--- config.mk ---
export PLATFORM = sky130hd
export DESIGN_NAME = decode_queue
export DESIGN_NICKNAME = d
export VERILOG_FILES = /design/src/rtl/decode_queue.sv
export SDC_FILE = /design/constraint.sdc
export NUM_CORES = 1
export LEC_CHECK = 0
export CAP_MARGIN = 15
export CORE_MARGIN = 4
export CORE_UTILIZATION = 40
export DETAILED_ROUTE_END_ITERATION = 10
export GPL_TIMING_DRIVEN = 0
export PLACE_DENSITY = 0.69
export REMOVE_ABC_BUFFERS = 1
export SLEW_MARGIN = 20
export SYNTH_ARGS = -nofsm -noshare
export SYNTH_HDL_FRONTEND = slang
export SYNTH_SLANG_ARGS = --single-unit
--- constraint.sdc ---
create_clock -name clk -period 3.3 [get_ports clk]
set_clock_uncertainty 0.05 [all_clocks]
set_input_delay 0.495 -clock clk [delete_from_list [all_inputs] [get_ports clk]]
set_output_delay 0.495 -clock clk [all_outputs]
set_load 0.05 [all_outputs]
--- src/rtl/decode_queue.sv ---
// Decode front end: DEPTH-entry instruction queue feeding a registered ID/EX
// control bundle, with load-use bubbles, branch flush and HALT latching.
module decode_queue #(
    parameter int DEPTH = 4,
    parameter int PCW   = 16,
    parameter int CNTW  = 16
) (
    input  logic                     clk,
    input  logic                     rst,
    input  logic                     if_valid,
    input  logic [15:0]              if_inst,
    input  logic [PCW-1:0]           if_pc,
    output logic                     if_ready,
    input  logic                     flush,
    input  logic                     ex_ready,
    output logic                     id_valid,
    output logic [15:0]              id_inst,
    output logic [PCW-1:0]           id_pc,
    output logic                     mem_read,
    output logic                     mem_write,
    output logic                     reg_write,
    output logic                     alu_src1,
    output logic                     alu_src2,
    output logic                     mem_to_reg,
    output logic                     out_en,
    output logic                     in_en,
    output logic                     alu_or_shift,
    output logic                     halt,
    output logic                     as_bc,
    output logic [3:0]               alu_op,
    output logic [2:0]               reg_dst,
    output logic [2:0]               branch_cond,
    output logic [$clog2(DEPTH):0]   q_count,
    output logic [CNTW-1:0]          stall_cnt,
    output logic                     halted
);
    localparam int AW = $clog2(DEPTH);
    localparam int CW = 21;
    localparam logic [0:0] RUN    = 1'b0;
    localparam logic [0:0] HALTED = 1'b1;
    localparam logic [CW-1:0] NOP_CTRL = {{(CW-3){1'b0}}, 3'b111};
    localparam logic [AW:0] FULL = (AW+1)'(DEPTH);

    // Control word layout, MSB first: mem_read, mem_write, reg_write, alu_src1,
    // alu_src2, mem_to_reg, out_en, in_en, alu_or_shift, halt, as_bc, alu_op, reg_dst, branch_cond
    function automatic logic [CW-1:0] decode(input logic [15:0] inst);
        logic [3:0] op;
        logic [2:0] bc;
        logic       mr, mw, rw, s1, s2, m2r, oe, ie, aos, hl, abc;
        logic [3:0] aop;
        logic [2:0] rd, brc;
        op  = inst[7:4];
        bc  = inst[13:11];
        mr  = 1'b0; mw = 1'b0; rw = 1'b0; s1 = 1'b0; s2 = 1'b1; m2r = 1'b0;
        oe  = 1'b0; ie = 1'b0; aos = 1'b0; hl = 1'b0; abc = 1'b0;
        aop = 4'b0000;
        rd  = inst[10:8];
        brc = 3'b111;
        case (inst[15:14])
            2'b00: begin
                mr  = 1'b1;
                rw  = 1'b1;
                m2r = 1'b1;
                rd  = inst[13:11];
            end
            2'b01: mw = 1'b1;
            2'b10: begin
                if (bc == 3'b000) begin
                    rw  = 1'b1;
                    aop = 4'b0110;
                end else begin
                    s1 = 1'b1;
                end
                if (bc == 3'b111)      brc = inst[10:8];
                else if (bc == 3'b100) brc = 3'b100;
            end
            default: begin
                aop = op;
                s2  = (op > 4'b0110);
                rw  = !(op inside {4'b0101, 4'b0111, 4'b1101, 4'b1110, 4'b1111});
                abc = !(op inside {4'b0111, 4'b1100, 4'b1101, 4'b1110, 4'b1111});
                m2r = (op == 4'b1100);
                ie  = (op == 4'b1100);
                oe  = (op == 4'b1101);
                aos = (op[3:2] == 2'b10);
                hl  = (op == 4'b1111);
            end
        endcase
        return {mr, mw, rw, s1, s2, m2r, oe, ie, aos, hl, abc, aop, rd, brc};
    endfunction

    function automatic logic [CNTW-1:0] sat_inc(input logic [CNTW-1:0] v);
        return (&v) ? v : v + 1'b1;
    endfunction

    logic [15:0]     q_inst [DEPTH];
    logic [PCW-1:0]  q_pc   [DEPTH];
    logic [AW-1:0]   head, tail;
    logic [AW:0]     count;
    logic [0:0]      state;
    logic [CNTW-1:0] stall_q;

    logic            vld_p1;
    logic [15:0]     inst_p1;
    logic [PCW-1:0]  pc_p1;
    logic [CW-1:0]   ctrl_p1;

    logic [15:0] head_inst;
    logic        not_empty, id_load, id_halt, hazard, issue, push, bubble;

    assign head_inst = q_inst[head];
    assign not_empty = (count != '0);
    assign id_load   = vld_p1 && (inst_p1[15:14] == 2'b00);
    assign id_halt   = vld_p1 && ctrl_p1[11];
    assign hazard    = not_empty && id_load && (head_inst[15:14] != 2'b10) &&
                       ((head_inst[13:11] == ctrl_p1[5:3]) || (head_inst[10:8] == ctrl_p1[5:3]));
    assign issue     = (state == RUN) && not_empty && (!vld_p1 || ex_ready) && !id_halt && !hazard;
    assign bubble    = (state == RUN) && hazard && ex_ready;
    // Ready depends only on occupancy and state, never on a same-cycle pop.
    assign if_ready  = (count < FULL) && (state == RUN);
    assign push      = if_valid && if_ready && !flush;

    always_ff @(posedge clk) begin
        if (push) begin
            q_inst[tail] <= if_inst;
            q_pc[tail]   <= if_pc;
        end
    end

    always_ff @(posedge clk) begin
        if (rst) begin
            head    <= '0;
            tail    <= '0;
            count   <= '0;
            state   <= RUN;
            vld_p1  <= 1'b0;
            stall_q <= '0;
        end else if (flush) begin
            head   <= '0;
            tail   <= '0;
            count  <= '0;
            vld_p1 <= 1'b0;
        end else begin
            if (push)  tail <= tail + 1'b1;
            if (issue) head <= head + 1'b1;
            count <= count + {{AW{1'b0}}, push} - {{AW{1'b0}}, issue};
            if (issue)         vld_p1 <= 1'b1;
            else if (ex_ready) vld_p1 <= 1'b0;
            if ((state == RUN) && id_halt && ex_ready) state <= HALTED;
            if (bubble) stall_q <= sat_inc(stall_q);
        end
    end

    // ID/EX register stage
    always_ff @(posedge clk) begin
        if (rst) begin
            inst_p1 <= '0;
            pc_p1   <= '0;
            ctrl_p1 <= NOP_CTRL;
        end else if (flush) begin
            ctrl_p1 <= NOP_CTRL;
        end else if (issue) begin
            inst_p1 <= head_inst;
            pc_p1   <= q_pc[head];
            ctrl_p1 <= decode(head_inst);
        end else if (ex_ready) begin
            ctrl_p1 <= NOP_CTRL;
        end
    end

    assign id_valid  = vld_p1;
    assign id_inst   = inst_p1;
    assign id_pc     = pc_p1;
    assign {mem_read, mem_write, reg_write, alu_src1, alu_src2, mem_to_reg, out_en,
            in_en, alu_or_shift, halt, as_bc, alu_op, reg_dst, branch_cond} = ctrl_p1;
    assign q_count   = count;
    assign stall_cnt = stall_q;
    assign halted    = (state == HALTED);
endmodule

# After elaboration in Yosys (flattened, before gate mapping)
# Memory sizes are Yosys's and may differ from the RTL's. A register that Yosys moved wholly into a read port is not among the register bits.
# Cells that the tools add are included.
# word_totals
regBits,62
mem_bits_rw,128
input_bits,37
output_inout_bits,75
elab_cells,100
n_memories,2
# op_classes
n_addsub,5
order_cmp,2
eq_ne,14
muxes,27
n_bitwise,3
n_reduce_logical,39
# mem_list
name,words,word_bits,read_ports,rd_ports_with_merged_regs,wr,line,rtl
q_inst,4,16,1,1,1,96,logic [15:0] q_inst [DEPTH];
q_pc,4,16,1,1,1,97,logic [PCW-1:0] q_pc [DEPTH];
# ops
op,count
2-to-1 mux 21 bit,2
adder 16 x 1 -> 16 bit (second input constant),1
equality test 4 bit (second input constant),4
logical AND 1 bit,16
AND reduction 16 bit,1
2-to-1 mux 1 bit,15
2-to-1 mux 3 bit,4
nonzero test 5 bit,2
equality test 4 x 3 -> 1 bit (second input constant),2
one-hot mux 4 bit (2 select lines),1
equality test 3 bit,2
equality test 3 bit (second input constant),2
zero test 1 bit,6
2-to-1 mux 2 bit,3
OR reduction 2 bit,3
adder 2 x 1 -> 2 bit (second input constant),2
equality test 2 bit (second input constant),2
greater-than comparator 4 x 3 -> 1 bit (second input constant),1
zero test 2 bit,2
AND reduction 2 bit,2
adder 3 x 1 -> 3 bit,1
zero test 3 bit,1
< comparator 3 bit (second input constant),1
NOT 1 bit,3
10 further kinds,11

# Depth between registers and ports, before layout
# logic_depth
word_depth,9
mapped_depth,15
depth_no_buf,13

# Least setup slack after synthesis
# OpenSTA, ideal clock, no wires.
# synth_timing
path_type,reg-to-reg
start,register count[2] (netlist: q_count[2])
end,register count[2] (netlist: q_count[2])
setup_ns,0.128
arrival_ns,3.352
required_time_ns,3.122
setup_slack_ns,-0.230
stages_incl_launch_ff,13
n_path_buf,0
synth_period_minus_slack_ns,3.530
cell_sequence,dfxtp_1 nor3_1 or4b_2 a221o_1 nand2_1 inv_2 ha_1 inv_1 ha_1 fa_1 xnor2_1 xnor2_1 nor2_1
# synth_between
elab_chain_cells,7
word_cells_on_any_way,15
cone_classes,add/sub: 2; order compare: 1; reduce/logical: 12
# synth_lines
item,line,rtl
start: declaration,99,logic [AW:0] count;
start signal: assignment,146,"count <= count + {{AW{1'b0}}, push} - {{AW{1'b0}}, issue};"
nonzero test 3 bit *,112,assign not_empty = (count != '0);
logical AND 1 bit (3 in a row),115,assign hazard = not_empty && id_load && (head_inst[15:14] != 2'b10) &&
zero test 1 bit,117,assign issue = (state == RUN) && not_empty && (!vld_p1 || ex_ready) && !id_halt && !hazard;
logical AND 1 bit *,117,
net issue,109,"logic not_empty, id_load, id_halt, hazard, issue, push, bubble;"
subtractor 3 x 1 -> 3 bit *,146,
# Mark *: on every way through the listed nets, which the timed path passes. The rest lies on a longest branch.
# A chain may end at the register's enable or synchronous reset.

==> results.txt <==
- The floorplan step set the die width to between 150 and 200 um.
* Drt wl/cell: between 15 and 20 um
- Post-synth top flop: sky130_fd_sc_hd__edfxtp_1
- Antenna Nets Post-Route: 0
* TritonCTS clock tree: yes
* Placeable core region: 0.0203 mm^2
- Worst vdd ir: roughly 0.00054 V
- Final wirelength: 20.5 mm
* Die area: about 0.023 mm^2
* Rows: between 50 and 60
- Relative to the synthesized area, the layout overhead comes to 31.8%.
- Counting flops with an async set or reset pin after synthesis yields a share of 0%.
* Final cycle utilization of the critical path: 99.5%
- DRC violation count after routing: 0
- GRT Resource Usage Total: between 15 and 20%
- Yosys warnings: 0
* Post-synthesis instance total: just over 600
* Family with the most delay on the worst path: adder cells
- Fraction of layout cells with a size suffix above 1: between 10% and 20%
* Leading cell types in the layout, fill and taps excluded: sky130_fd_sc_hd__edfxtp_1 (128), sky130_fd_sc_hd__clkdlybuf4s50_1 (110), sky130_fd_sc_hd__dfxtp_1 (77), sky130_fd_sc_hd__nand3_1 (56), sky130_fd_sc_hd__a21oi_1 (54)
- Number of search-and-repair iterations in the first detailed-routing pass: 4
* Slowest cell on the critical path: sky130_fd_sc_hd__mux4_2
* Worst Reg-to-Reg Cells: 13
- The number of buffers and inverters on the critical path is 2.
* Slew of the pin with the lowest slew margin: between 0.9 and 1 ns
- Number of antenna violations at the first check in global routing: 0
- On the final layout, the worst hold slack is around 0.42 ns.
* Critical path class: reg -> reg
* Average footprint of a synthesized cell: about 14 um^2
- Derived from the worst setup path, the maximum achievable clock frequency is 304 MHz.
- Clock-pin transition on the worst setup and hold timing paths: 0.06 ns
- Synthesized flop and latch total: ~210
- In this run the static leakage power is between 3 and 4 nW.
- The critical path goes through mux4_2 -> xnor2_2 -> nand3_4 -> a221o_4 -> nand2_8 -> clkinv_8 -> ha_4 -> inv_2 -> ha_4 -> fa_2 -> xnor2_2 -> xnor2_1 -> nor2_1.
- Root buffer cell: sky130_fd_sc_hd__clkbuf_16
* Starting density of the core: between 40% and 50%
- Summing the sequential cell areas from Yosys gives roughly two thirds of the chip area.
* Routed via count divided by cell count: around 5.6
* GRT Residual Overflow: 0
* Number of slew-limit violations in the final report: 0
* Crit path capture type: flop
* Final nets: approximately 800
- For the worst setup path, the data arrival time is 3.61 ns.
- Count of filler cells inserted in the layout: ~1700
- Number of port buffers: approximately 110
- Source-to-sink clock delay at the later pin of the worst-skew pair: between 0.5 and 0.6 ns
* Classification of the worst-slack hold path: reg -> reg
- 0 antenna diodes ended up in the layout.
- Counting flops with a built-in enable in the synthesized netlist gives roughly 130.
- Count of unique library cells instantiated by Yosys: 53
- For the finished layout, the period the worst path requires is ~3.3 ns.
- The library cell used most frequently in the layout, excluding fill and tap cells, is sky130_fd_sc_hd__edfxtp_1.
- Post-Synthesis Cell Area: around 0.0083 mm^2
* Result of the run: complete, no violations
- Number of global-route vias before repair: about 5700
- Setup repair after global routing could not meet its margin everywhere.
- The HPWL after detailed placement is 12.5 mm.
- Clock buffers created by TritonCTS: 23
- Required time of the worst setup path: 3.62 ns
- CTS built an H-tree with a depth of 1.
- The count of final hold-check violations is 0.
- Along the worst hold path, the cell count comes to 2.
- The tree built by TritonCTS fans out to 208 sinks.
- Die height: around 150 um
- Count of final setup violators: 0
* Crit path launch type: flop
- Wire length of the first global-routing pass: roughly 32 mm
- Number of top-level pins: 112
- The finished cells cover 0.0109 mm^2.
* Number of buffers inserted by hold repair at cts: 0
- In this run the tightest slew margin relative to its limit is between 30 and 40%.
* Number of vias in the routed layout: 5765
- Dividing total power by cell area gives a power density of roughly 780 mW/mm^2.
- Stages on worst setup path: 13
- Delay of the slowest cell on the worst path: 0.59 ns
- Entering global routing, the biggest net connects 33 pins.
* Critical path fanouts, max: 6
- The first routing iteration left about 420 violations.
* Buffers from clock root to sink, at most: 3
- # Max-Cap Violations: 0
- Summing all placed instances gives a cell area of slightly below 0.01 mm^2.
* RD Place Congestion: 0.813
## stage by stage
stage                     worst slack, ns  util [%]  setup TNS [ns]  power, mW  std cells
after floorplan                     -1.54         -          -37.72       4.66        569
after global placement              -3.11      47.0         -153.55       5.35        950
after detailed placement            -1.35      47.9          -23.81       5.45        958
after CTS                          -0.154      52.9          -0.154       8.40       1015
after global routing               -0.123      53.7          -0.123       8.85       1025
final                              0.0152      53.7               0       8.50       1025
## state kept, by name, indices dropped and copies added (netlist names), named ones only
name	cells
head	2
q_count	3
tail	2
q_inst	64
ctrl_p1	21
id_valid	1
stall_cnt	16
id_inst	16
halted	1
q_pc	64
id_pc	16
## timing repair
action	4_1_cts	5_1_grt
pin swaps	3	8
gates cloned	2	0
setup buffers	13	10
endpoints found under the setup margin	65	5
gates resized for setup	13	14
## synthesized netlist by cell type (all sizes together) (7+ instances only)
master / instances / area (um^2)
edfxtp: 128 / 3840
dfxtp: 80 / 1600
nand3: 58 / 290
a21oi: 54 / 270
o21ai: 44 / 220
mux4: 32 / 721
clkbuf: 30 / 113
nand2: 25 / 93.8
nor2: 23 / 86.3
inv: 13 / 48.8
buf: 12 / 68.8
xnor2: 10 / 95.1
and3: 8 / 50.1
mux2: 8 / 90.1
nand4: 8 / 50.1
ha: 7 / 87.6
nor3: 7 / 35.0
## worst paths after layout
check / slack (ns) / from / end
worst min register to register: 0.42 / ctrl_p1[9]$_SDFFE_PP0P_ / ctrl_p1[9]$_SDFFE_PP0P_
worst min-delay path: 0.42 / ctrl_p1[9]$_SDFFE_PP0P_ / ctrl_p1[9]$_SDFFE_PP0P_
worst max register to register: 0.02 / flop / q_count[2]$_SDFF_PP0_
worst max-delay path: 0.02 / flop / q_count[2]$_SDFF_PP0_
## final cells by class
| type | instances | area (um^2) | area share [%] |
|---|---|---|---|
| sequential | 208 | 5450 | 50.0 |
| inverter | 14 | 65.1 | 0.597 |
| clock inverter | 14 | 201 | 1.85 |
| tap | 270 | 338 | 3.10 |
| timing repair buffer | 142 | 1440 | 13.2 |
| clock buffer | 28 | 634 | 5.82 |
| multi-input combinational | 349 | 2770 | 25.4 |
## kinds of logic after synthesis
group	synth area share [%]
and+or+nand+nor	10.0
buffers and inverters	2.83
xor gates and xnor gates	1.15
AOI/OAI and AO/OA	8.83
muxes	10.0
adders and majority gates	1.30
DFF	65.8
## tightest hold or removal path: stages (launching register included)
cell and delay (ns):
sky130_fd_sc_hd__dfxtp_1 0.31, sky130_fd_sc_hd__nand2_1 0.05, sky130_fd_sc_hd__mux2i_1 0.06
## per-layer routing
layer	part of all wire, %	vias up	track usage (%)	wire (um)
li1	-	2619	-	-
met1	42	2879	22.5	8570
met2	50	233	28.8	10200
met3	6.8	34	3.61	1390
met4	1.6	0	3.60	335
met5	0	-	0	0
## where the power goes
group          switching (mW)  internal [mW]
Clock                    1.02           1.76
Combinational            1.53          0.992
Sequential              0.201           3.00
Total                    2.75           5.75
(Power assumes the default switching activity.)
